`config.mk`:
```
export PLATFORM = sky130hd
export DESIGN_NAME = btn_reset_ctrl
export DESIGN_NICKNAME = d
export VERILOG_FILES = /design/src/rtl/btn_reset_pkg.sv /design/src/rtl/btn_debounce.sv /design/src/rtl/btn_reset_ctrl.sv
export SDC_FILE = /design/constraint.sdc
export NUM_CORES = 1
export LEC_CHECK = 0
export CORE_MARGIN = 3
export CORE_UTILIZATION = 66
export CTS_CLUSTER_SIZE = 12
export DETAILED_ROUTE_END_ITERATION = 10
export PLACE_DENSITY = 0.91
export SLEW_MARGIN = 20
export SYNTH_ARGS = -nofsm -noshare
export SYNTH_HDL_FRONTEND = slang
export SYNTH_HIERARCHICAL = 1
export SYNTH_SLANG_ARGS = --single-unit
```
`constraint.sdc`:
```
create_clock -name clk -period 3.7 [get_ports clk]
set_input_delay 0.37 -clock clk [delete_from_list [all_inputs] [get_ports clk]]
set_output_delay 0.37 -clock clk [all_outputs]
set_load 0.01 [all_outputs]
```
`src/rtl/btn_reset_pkg.sv`:
```
// btn_reset_pkg: shared reset-FSM state type and debounce length helper for btn_reset_ctrl.
package btn_reset_pkg;

    typedef enum logic [1:0] {POR, RUN, HOLD} rst_state_t;

    function automatic int db_cycles(input int freq_mhz, input int ms);
        return freq_mhz * 1000 * ms;
    endfunction

endpackage

```
`src/rtl/btn_debounce.sv`:
```
// btn_debounce: one button's 2-flop synchronizer, debounce counter and edge pulses.
// Edge pulse registers exist only when BTN_EDGE_EN is defined.
module btn_debounce #(
    parameter int DB_CYCLES  = 250000,
    parameter bit ACTIVE_LOW = 1'b0
) (
    input  logic clk,
    input  logic reset_ni,
    input  logic btn_i,
    output logic btn_o,
    output logic press_o,
    output logic release_o
);
    localparam int CW = $clog2(DB_CYCLES + 1);

    logic [1:0]    sync;
    logic [CW-1:0] cnt;
    logic          pressed;
    logic          flip;

    // Flops come out of reset at the raw released level so no phantom press appears.
    always_ff @(posedge clk or negedge reset_ni)
        if (!reset_ni) sync <= {2{ACTIVE_LOW}};
        else           sync <= {sync[0], btn_i};

    assign pressed = sync[1] ^ ACTIVE_LOW;
    assign flip    = (pressed != btn_o) && (cnt == CW'(DB_CYCLES - 1));

    always_ff @(posedge clk or negedge reset_ni)
        if (!reset_ni) begin
            cnt   <= '0;
            btn_o <= 1'b0;
        end else begin
            cnt   <= (pressed == btn_o || flip) ? '0 : cnt + 1'b1;
            btn_o <= btn_o ^ flip;
        end

`ifdef BTN_EDGE_EN
    always_ff @(posedge clk or negedge reset_ni)
        if (!reset_ni) begin
            press_o   <= 1'b0;
            release_o <= 1'b0;
        end else begin
            press_o   <= flip & ~btn_o;
            release_o <= flip & btn_o;
        end
`else
    assign press_o   = 1'b0;
    assign release_o = 1'b0;
`endif

endmodule

```
`src/rtl/btn_reset_ctrl.sv`:
```
// btn_reset_ctrl: debounced buttons plus SoC reset from power-on stretch, reset button and reset_ni.
// Define BTN_EDGE_EN to build the press/release pulse outputs.
module btn_reset_ctrl
    import btn_reset_pkg::*;
#(
    parameter int              FREQ_MHZ        = 25,
    parameter int              DEBOUNCE_MS     = 10,
    parameter int              POR_CYCLES      = 32,
    parameter int              NBTN            = 7,
    parameter logic [NBTN-1:0] ACTIVE_LOW_MASK = 7'b0000001,
    parameter int              RESET_BTN       = 0
) (
    input  logic            clk,
    input  logic            reset_ni,
    input  logic [NBTN-1:0] btn_i,
    output logic [NBTN-1:0] btn_o,
    output logic [NBTN-1:0] btn_press_o,
    output logic [NBTN-1:0] btn_release_o,
    output logic            reset_o
);
    localparam int DB_CYCLES = db_cycles(FREQ_MHZ, DEBOUNCE_MS);
    localparam int PW        = $clog2(POR_CYCLES + 1);

    rst_state_t    state, state_d;
    logic [PW-1:0] por_cnt, por_cnt_d;

    for (genvar i = 0; i < NBTN; i++) begin : g_btn
        btn_debounce #(
            .DB_CYCLES (DB_CYCLES),
            .ACTIVE_LOW(ACTIVE_LOW_MASK[i])
        ) u_db (
            .clk      (clk),
            .reset_ni (reset_ni),
            .btn_i    (btn_i[i]),
            .btn_o    (btn_o[i]),
            .press_o  (btn_press_o[i]),
            .release_o(btn_release_o[i])
        );
    end

    always_comb begin
        state_d   = state;
        por_cnt_d = '0;
        case (state)
            POR: begin
                por_cnt_d = por_cnt + 1'b1;
                if (por_cnt == PW'(POR_CYCLES - 1)) begin
                    state_d   = RUN;
                    por_cnt_d = '0;
                end
            end
            RUN:     if (btn_o[RESET_BTN])  state_d = HOLD;
            HOLD:    if (!btn_o[RESET_BTN]) state_d = POR;
            default: state_d = POR;
        endcase
    end

    // reset_o follows the next state so it drops on the same edge that enters RUN.
    always_ff @(posedge clk or negedge reset_ni)
        if (!reset_ni) begin
            state   <= POR;
            por_cnt <= '0;
            reset_o <= 1'b1;
        end else begin
            state   <= state_d;
            por_cnt <= por_cnt_d;
            reset_o <= (state_d != RUN);
        end

endmodule

```
# After elaboration in Yosys (flattened, before gate mapping)
# Cells that the tools add are included.
# word_totals
register_bits,156
out_inout_bits,22
elab_cells,93
# op_classes
addsub,8
n_reduce_logical,15
n_bitwise,8
mux,13
n_eq_ne,25
# op_table
op,count
"adder 18 x 1 -> 18 bit, second input constant",7
"== test 18 bit, second input constant",7
two-way mux 18 bit,7
two-way mux 6 bit,2
== test 1 bit,7
logical AND 1 bit,7
logical OR 1 bit,7
inequality test 1 bit,7
XOR 1 bit,7
"adder 6 x 1 -> 6 bit, second input constant",1
"== test 6 x 5 -> 1 bit, second input constant",1
two-way mux 2 bit,3
case mux 2 bit (3 select lines),1
"== test 2 x 1 -> 1 bit, second input constant",1
"== test 2 bit, second input constant",1
logical NOT 2 bit,1
"inequality test 2 x 1 -> 1 bit, second input constant",1
NOT 1 bit,1

# Depth between registers and ports, before layout
# Gate-level depths: netlist of run 1.
# depth
word_depth,5
depth_mapped,7
depth_no_buf,5

# Hierarchy
# Netlist of run 1, hierarchy kept.
# by_module_without_submodules
module,cells_per_inst,area_each_um2,seq_area_each_um2,n_inst
btn_debounce (g_btn[1].u_db ...),100,1063.5,525.5,6
btn_debounce (g_btn[0].u_db),104,1082.3,528.0,1
btn_reset_ctrl,34,391.6,226.5,1

# Worst setup path after synthesis of run 1
# OpenSTA, ideal clock, no wires.
# synth_timing
path_type,reg2reg
start,register g_btn[0].u_db.cnt[0]
end,register g_btn[0].u_db.cnt[7]
setup_slack_ns,2.029
arrival_ns,1.552
path_stages_with_launch,8
path_buffers,2
setup_ns,0.119
cell_sequence,dfrtp_1 > ha_1 > and3_1 > buf_6 > nand4b_4 > o31ai_4 > buf_6 > nor2_1
# synth_between
elab_chain_len,4
word_cells_on_any_way,5
cone_classes,add/sub (1); eq/ne (1); mux (1); reduce/logical (2)
# synth_lines
element,line,text
start: declaration,btn_debounce.sv:17,logic [CW-1:0] cnt;
start signal: assignment,btn_debounce.sv:34,cnt <= (pressed == btn_o || flip) ? '0 : cnt + 1'b1;
branches (longest 3 deep; another with adder 18 x 1 -> 18 bit),-,
two-way mux 18 bit (*),btn_debounce.sv:34,
# Every way passes the cells marked *.

# Final worst setup path of run 1
# Ends and elaborated chain as after synthesis.

==> flow_summary.toml, run 1 <==
[setup_path]
worst_setup_path_end_kind = "flip-flop"
critical_path.n_buffers_inverters = 0
crit_path_top_delay_cell = "sky130_fd_sc_hd__o31ai_4"
timing_worst_setup_path_type = "flip-flop to flip-flop"
startpoint_of_the_worst_slack_reg_to_reg_timing_path = "g_btn[0].u_db/cnt[0]$_DFF_PN0_"
path_delay_family = "compound AO/OA/AOI/OAI gates"
required_ns = 3.97
timing.critical_path.arrival_ns = 2.35
crit_path_max_incr_delay_ns = 0.66
critPathMaxFanout = 18
timing.reg2reg.worst_path_depth = 5
timing.reg2reg.setup_slack_ns = 1.62
rr_endpoint = "g_btn[0].u_db/cnt[7]$_DFF_PN0_"
path_cells = "ha_1 > and3_1 > nand4b_4 > o31ai_4 > nor2_1"
worst_setup_path_start_kind = "flip-flop"

[pwr]
p_total_mw = 3.71
vdd_ir_drop_max_mv = 0.425
power_leakage_nw = 3.68
power-per-cell-area_nw_per_um2 = 432

[clock_tree]
numClockSinks = 156
post_cts_resized = 0
max-clock-path-buffers = 2
post_cts.repair.setup_buffers = 0
cts-root-buf = "sky130_fd_sc_hd__clkbuf_16"
clkLatencyLatePin_ns = 0.43
cts.hold.buffers_added = 0
cts-buffers-inserted = 17
clk_pin_slew_worst_paths_ns = 0.06
ctsHtreeMaxLevel = 4
tritoncts = "yes"

[floorplan]
die_x_um = 115
start_util = 0.682
die_h_um = 115
fp.dieArea_sq_um = 13200
core_area_sq_um = 11500
io_pins = 31
core.rowCount = 39

[drt]
num_vias = 5661
routed_via_density = 6.23
ant_nets = 0
totalWireLength_um = 14800
wl_per_cell_um = 16.3
detail_route.iter0.violations = 454
detailedRoute.firstPassIterationCount = 5
detail_route.drc_violations = 0

[sta]
skew_ns = 0.00919
fin_crit_ns = 2.08
final_hold_viol_count = 0
timing.setup.tns_ns = 0
setup_viol_count_final = 0
post-route-period-util = 0.562
grt_setup_unrepaired = "false"
timing.max_slew.rel_slack = 0.400
fin_worst_hold_slack_ns = 0.0346
drv_slew = 0
setup_slack_ns = 1.62
max_freq_mhz = 481
worst-slew-pin-transition_ns = 0.899

[finish]
finalNetCount = 769
post_route_cells_drive_above_1_share = 0.141
syn2layout_area_growth_pct = 9.30
instances_no_fill = 908
n_diodes = 0

[placed_design]
place.gp.congestion = 0.808
place_hpwl_um = 9590
port-buffer-count = 16
total_instance_count_after_detailed_placement = 876
pre_cts_slack_ns = 1.62

[global_routing]
wire_length_of_the_first_global_routing_pass_um = 26200
pin_count_of_the_biggest_net_entering_global_routing = 101
initial_antenna_violation_count = 0
first_global_vias = 5703
globalRoute.totalOverflow = 0
grtUsageTotal = 0.246

[synthesis]
mappedNetlistArea_sq_um = 7860
yosys.area.top_type_share = 0.487
yosys_warnings = 6
ys.flop_type = "sky130_fd_sc_hd__dfrtp_1"
ys_async_sr_fraction = 1.00
ys_seq_area_frac = 0.497
synth_cells = 738
post_synth_main_area_contributors = "sky130_fd_sc_hd__dfrtp_1 49%, sky130_fd_sc_hd__xor2_1 7.1%, sky130_fd_sc_hd__nor2_1 4.5%"
synth_top_cell_by_area = "sky130_fd_sc_hd__dfrtp_1"
synth_cell_type_count = 46
avgSynthCellArea_sq_um = 10.6
count_of_flip_flops_with_a_built_in_enable_after_synthesis = 0
ys_ff_latch = 156

[status]
outcome = "finished, final reports clean"

[run]
timing.max_cap.violations = 0

[hold_path]
worst_hold_check_path_type = "input port to async pin"
layout by cell type (no fill, tap or decap), drive strengths merged:
| master | synthesis | layout |
|---|---|---|
| dfrtp | 153 | 153 |
| nor2 | 95 | 95 |
| xor2 | 64 | 64 |
| nand3 | 52 | 52 |
| nand2 | 45 | 45 |
| a21oi | 42 | 42 |
| o31ai | 29 | 29 |
| nand4 | 28 | 28 |
| or4 | 26 | 26 |
| and4 | 26 | 26 |
| o21ai | 22 | 22 |
| clkbuf | 6 | 21 |
| and3 | 21 | 21 |
| xnor2 | 18 | 18 |
| or3 | 15 | 15 |
| clkdlybuf4s50 | 0 | 15 |
| conb | 7 | 14 |
| and2 | 10 | 10 |
| inv | 9 | 9 |
| ha | 8 | 8 |
| nor4 | 8 | 8 |
| nor4b | 7 | 7 |
| nand4b | 7 | 7 |
| mux2 | 6 | 6 |
| bufinv | 0 | 4 |
| clkinv | 0 | 4 |
| nor3 | 3 | 3 |
| clkinvlp | 0 | 3 |
| dfstp | 3 | 3 |
| buf | 23 | 2 |
| nor3b | 1 | 1 |
| a21o | 1 | 1 |
| or4b | 1 | 1 |
| a21boi | 1 | 1 |
| o41ai | 1 | 1 |
worst reg2reg max path, delay by kind of cell (launching register included):
kind / cells / cell delay, ns
AND/OR/NAND/NOR: 3 / 0.66
flip-flops: 1 / 0.39
AO/OA/AOI/OAI: 1 / 0.66
adder cells (fa/ha/maj): 1 / 0.22
routing by layer:
metal | global-route usage | routed length [um] | up-vias
li1 | - | - | 2671
met3 | 0.0616 | 533 | 19
met4 | 0.0782 | 182 | 0
met2 | 0.430 | 7840 | 116
met1 | 0.299 | 6230 | 2855
met5 | 0 | 0 | -
worst max path at each step:
stage | startpoint | to | slack, ns | cells past startpoint
CTS | g_btn[0].u_db/cnt[0]$_DFF_PN0_ | g_btn[0].u_db/cnt[7]$_DFF_PN0_ | 1.62 | 5
global route | g_btn[0].u_db/cnt[0]$_DFF_PN0_ | g_btn[0].u_db/cnt[2]$_DFF_PN0_ | 1.42 | 5
floorplan | g_btn[0].u_db/cnt[0]$_DFF_PN0_ | g_btn[0].u_db/cnt[7]$_DFF_PN0_ | 2.03 | 7
detailed placement | g_btn[0].u_db/cnt[0]$_DFF_PN0_ | g_btn[0].u_db/cnt[7]$_DFF_PN0_ | 1.62 | 5
finish | g_btn[0].u_db/cnt[0]$_DFF_PN0_ | g_btn[0].u_db/cnt[7]$_DFF_PN0_ | 1.62 | 5
global placement | g_btn[0].u_db/cnt[0]$_DFF_PN0_ | g_btn[0].u_db/cnt[9]$_DFF_PN0_ | 1.80 | 5
cell usage after synthesis (all sizes together), types with 6 or more instances:
cell type / instances
o31ai: 29
o21ai: 22
xor2: 64
clkbuf: 6
nor4: 8
mux2: 6
and4: 26
inv: 9
nand3: 52
nand2: 45
dfrtp: 153
and2: 10
a21oi: 42
buf: 23
and3: 21
nor2: 95
conb: 7
nor4b: 7
or3: 15
nand4: 28
ha: 8
or4: 26
xnor2: 18
nand4b: 7
per-stage QoR:
stage	utilization	area (sq um)
after floorplan	-	7880
after global placement	0.691	7960
after detailed placement	0.691	7960
after CTS	0.746	8590
after global routing	0.746	8590
final	0.746	8590
layout make-up:
cell class                 instances  area, sq um
fill                             771         2930
tap                              143          179
clock inverter                    11          166
timing repair buffer              17          181
clock buffer                      21          460
sequential                       156         3910
multi-input combinational        551         3660
inverter                           9         33.8
logic make-up (layout without fill, tap and decap cells):
group,count (synthesis),after routing,synth area share
flip-flops,156,156,0.497
AND/OR/NAND/NOR,345,345,0.270
multiplexers,6,6,0.00860
XOR/XNOR,82,82,0.0914
AO/OA/AOI/OAI,96,96,0.0761
buffers and inverters,38,58,0.0403
adder cells (fa/ha/maj),8,8,0.0127
other,7,14,0.00335
where the power goes:
part / internal [mW] / leakage [nW] / switching [mW]
Sequential: 1.73 / 2.12 / 0.0244
Clock: 1.16 / 0.299 / 0.676
Combinational: 0.0315 / 1.27 / 0.0801
Total: 2.93 / 3.68 / 0.780
sequential cells by signal, summed over array words and instances, names as in the netlist, named ones only:
name and cells:
g_btn.u_db/cnt 126, g_btn.u_db/sync 14, state 2, por_cnt 6, reset_o 1
Note: power is estimated with default switching activity, not from simulation.
==> inputs of run 2 (changes only) <==
--- a/config.mk
+++ b/config.mk
@@ -6,10 +6,10 @@
 export NUM_CORES = 1
 export LEC_CHECK = 0
 export CORE_MARGIN = 3
-export CORE_UTILIZATION = 66
+export CORE_UTILIZATION = 55
 export CTS_CLUSTER_SIZE = 12
 export DETAILED_ROUTE_END_ITERATION = 10
-export PLACE_DENSITY = 0.91
+export PLACE_DENSITY = 0.82
 export SLEW_MARGIN = 20
 export SYNTH_ARGS = -nofsm -noshare
 export SYNTH_HDL_FRONTEND = slang
==> constraint.sdc (replaced) <==
create_clock -name clk -period 1.8 [get_ports clk]
set_input_delay 0.18 -clock clk [delete_from_list [all_inputs] [get_ports clk]]
set_output_delay 0.18 -clock clk [all_outputs]
set_load 0.01 [all_outputs]
==> run 2 against run 1 <==
Sequential power up 110%; critical endpoint is now g_btn[2].u_db/cnt[16]$_DFF_PN0_; via count up 1.0%; count of clock-buffer cells in the layout fell by 1; die area grew 19%; routed wire length is 0.76% lower; largest cell class unchanged; largest power group unchanged; first-iteration DRC count increased by 0.88%.
==> flow_summary.toml, run 2 (synthesis results as in run 1) <==
[drt]
wl_per_cell_um = 15.2
detailroute.wirelength.met2_um = 7300
detail_route.iter0.violations = 458
routed_via_density = 5.94
totalWireLength_um = 14700
highest_layer = "met4"
route.layer.met1.wl_um = 6520
ant_nets = 0
met3WireLength_um = 601
num_vias = 5720
detailedRoute.firstPassIterationCount = 5
detail_route.drc_violations = 0

[sta]
timing.setup.tns_ns = 0
setup_slack_ns = 0.0960
skew_ns = 0.00696
grt_setup_unrepaired = "false"
max_freq_mhz = 587
drv_slew = 0
setup_viol_count_final = 0
fin_crit_ns = 1.70
post-route-period-util = 0.947
final_hold_viol_count = 0

[global_routing]
wire_length_of_the_first_global_routing_pass_um = 26000
grtUsageTotal = 0.198
initial_antenna_violation_count = 0
first_global_vias = 5695
pin_count_of_the_biggest_net_entering_global_routing = 58
globalRoute.totalOverflow = 0

[finish]
max_flop_register = "g_btn.u_db/cnt"
most-common-layout-cells = "153 x sky130_fd_sc_hd__dfrtp_1, 94 x sky130_fd_sc_hd__nor2_1, 64 x sky130_fd_sc_hd__xor2_1, 45 x sky130_fd_sc_hd__nand3_1, 42 x sky130_fd_sc_hd__a21oi_1"
postLayoutCellArea_sq_um = 8810
biggestRegsByFlops = "g_btn.u_db/cnt: 126 flops, g_btn.u_db/sync: 14 flops, por_cnt: 6 flops"
largest_reg_flops = 126
syn2layout_area_growth_pct = 12.2
layout_commonest_cell = "sky130_fd_sc_hd__dfrtp_1"
n_diodes = 0
finalNetCount = 789
post_route_cells_drive_above_1_share = 0.161
instances_no_fill = 963

[setup_path]
path_cells = "ha_1 > and4_4 > nand2_2 > or4_1 > a21oi_1"
crit_path_top_delay_cell = "sky130_fd_sc_hd__or4_1"
worst_setup_path_start_kind = "flip-flop"
timing_worst_setup_path_type = "flip-flop to flip-flop"
crit_path_max_incr_delay_ns = 0.48
worst_setup_path_end_kind = "flip-flop"
required_ns = 2.15
critPathMaxFanout = 5
timing.critical_path.arrival_ns = 2.06
timing.reg2reg.worst_path_depth = 5

[floorplan]
io_pins = 31
core.rowCount = 43
fp.dieArea_sq_um = 15800
die_x_um = 126
die_h_um = 126
core_area_sq_um = 13900
start_util = 0.564

[hold_path]
worst_hold_check_path_type = "input port to flip-flop"
timing.hold.worst_path_depth = 1

[placed_design]
total_instance_count_after_detailed_placement = 932
placement.cell_area_sq_um = 8190
place.gp.congestion = 0.815
port-buffer-count = 16
place_hpwl_um = 9700
pre_cts_slack_ns = 0.104

[pwr]
vdd_ir_drop_max_mv = 0.667
power-per-cell-area_nw_per_um2 = 864
power_leakage_nw = 3.79

[clock_tree]
tritoncts = "yes"
clk_pin_slew_worst_paths_ns = 0.06
cts-root-buf = "sky130_fd_sc_hd__clkbuf_16"
clkLatencyLatePin_ns = 0.43
numClockSinks = 156
max-clock-path-buffers = 2
ctsHtreeMaxLevel = 4
cts-buffers-inserted = 17

[status]
outcome = "finished, final reports clean"

[run]
timing.max_cap.violations = 0
[run 2: power by group]
group          internal [mW]  switching [mW]
logic                 0.0899           0.169
registers               3.56          0.0479
clock network           2.35            1.40
total                   6.00            1.61
[run 2: layout make-up]
class / count / area, sq um
flip-flops and latches: 156 / 3910
fillers: 1041 / 5120
well taps: 180 / 225
repair buffers: 37 / 375
clock buffers: 20 / 447
clock inverters: 10 / 166
multi-input cells: 551 / 3660
inverters: 9 / 33.8
[run 2: worst paths after layout]
| path | from | slack (ns) | end |
|---|---|---|---|
| max | g_btn[2].u_db/cnt[0]$_DFF_PN0_ | 0.1 | g_btn[2].u_db/cnt[16]$_DFF_PN0_ |
| min reg2reg | g_btn[2].u_db/sync[0]$_DFF_PN0_ | 0.35 | g_btn[2].u_db/sync[1]$_DFF_PN0_ |
| max in group asynchronous | reset_ni | 0.96 | g_btn[1].u_db/cnt[1]$_DFF_PN0_ |
| min | btn_i[0] | 0.16 | g_btn[0].u_db/sync[0]$_DFF_PN1_ |
| max reg2reg | g_btn[2].u_db/cnt[0]$_DFF_PN0_ | 0.1 | g_btn[2].u_db/cnt[16]$_DFF_PN0_ |
| min in group asynchronous | reset_ni | 0.21 | g_btn[6].u_db/cnt[5]$_DFF_PN0_ |
[run 2: timing repair]
action	CTS	global route
endpoints found under the setup margin	0	2
hold endpoints to repair	51	0
resized for setup	0	2
hold buffers	1	0
buffers inserted	0	0
[run 2: critical path: cells and delay by family (launching register included)]
family / cells / cell delay [ns]
flops: 1 / 0.39
compound gates: 1 / 0.16
fa+ha+maj: 1 / 0.23
simple gates: 3 / 0.84
[run 2: routing by layer]
metal	track usage	up-vias
met1	0.252	2828
met4	0.0791	0
met2	0.321	139
met3	0.0547	28
li1	-	2725
met5	0	-
[run 2: metrics by stage]
| stage | util | power (mW) | hold slack (ns) |
|---|---|---|---|
| 5_1_grt | 0.632 | 7.89 | 0.153 |
| 2_1_floorplan | - | 3.82 | -0.116 |
| 4_1_cts | 0.632 | 7.69 | 0.147 |
| 6_report | 0.632 | 7.61 | 0.165 |
| 3_5_place_dp | 0.587 | 3.93 | 0.0965 |
| 3_3_place_gp | 0.587 | 3.91 | 0.0912 |
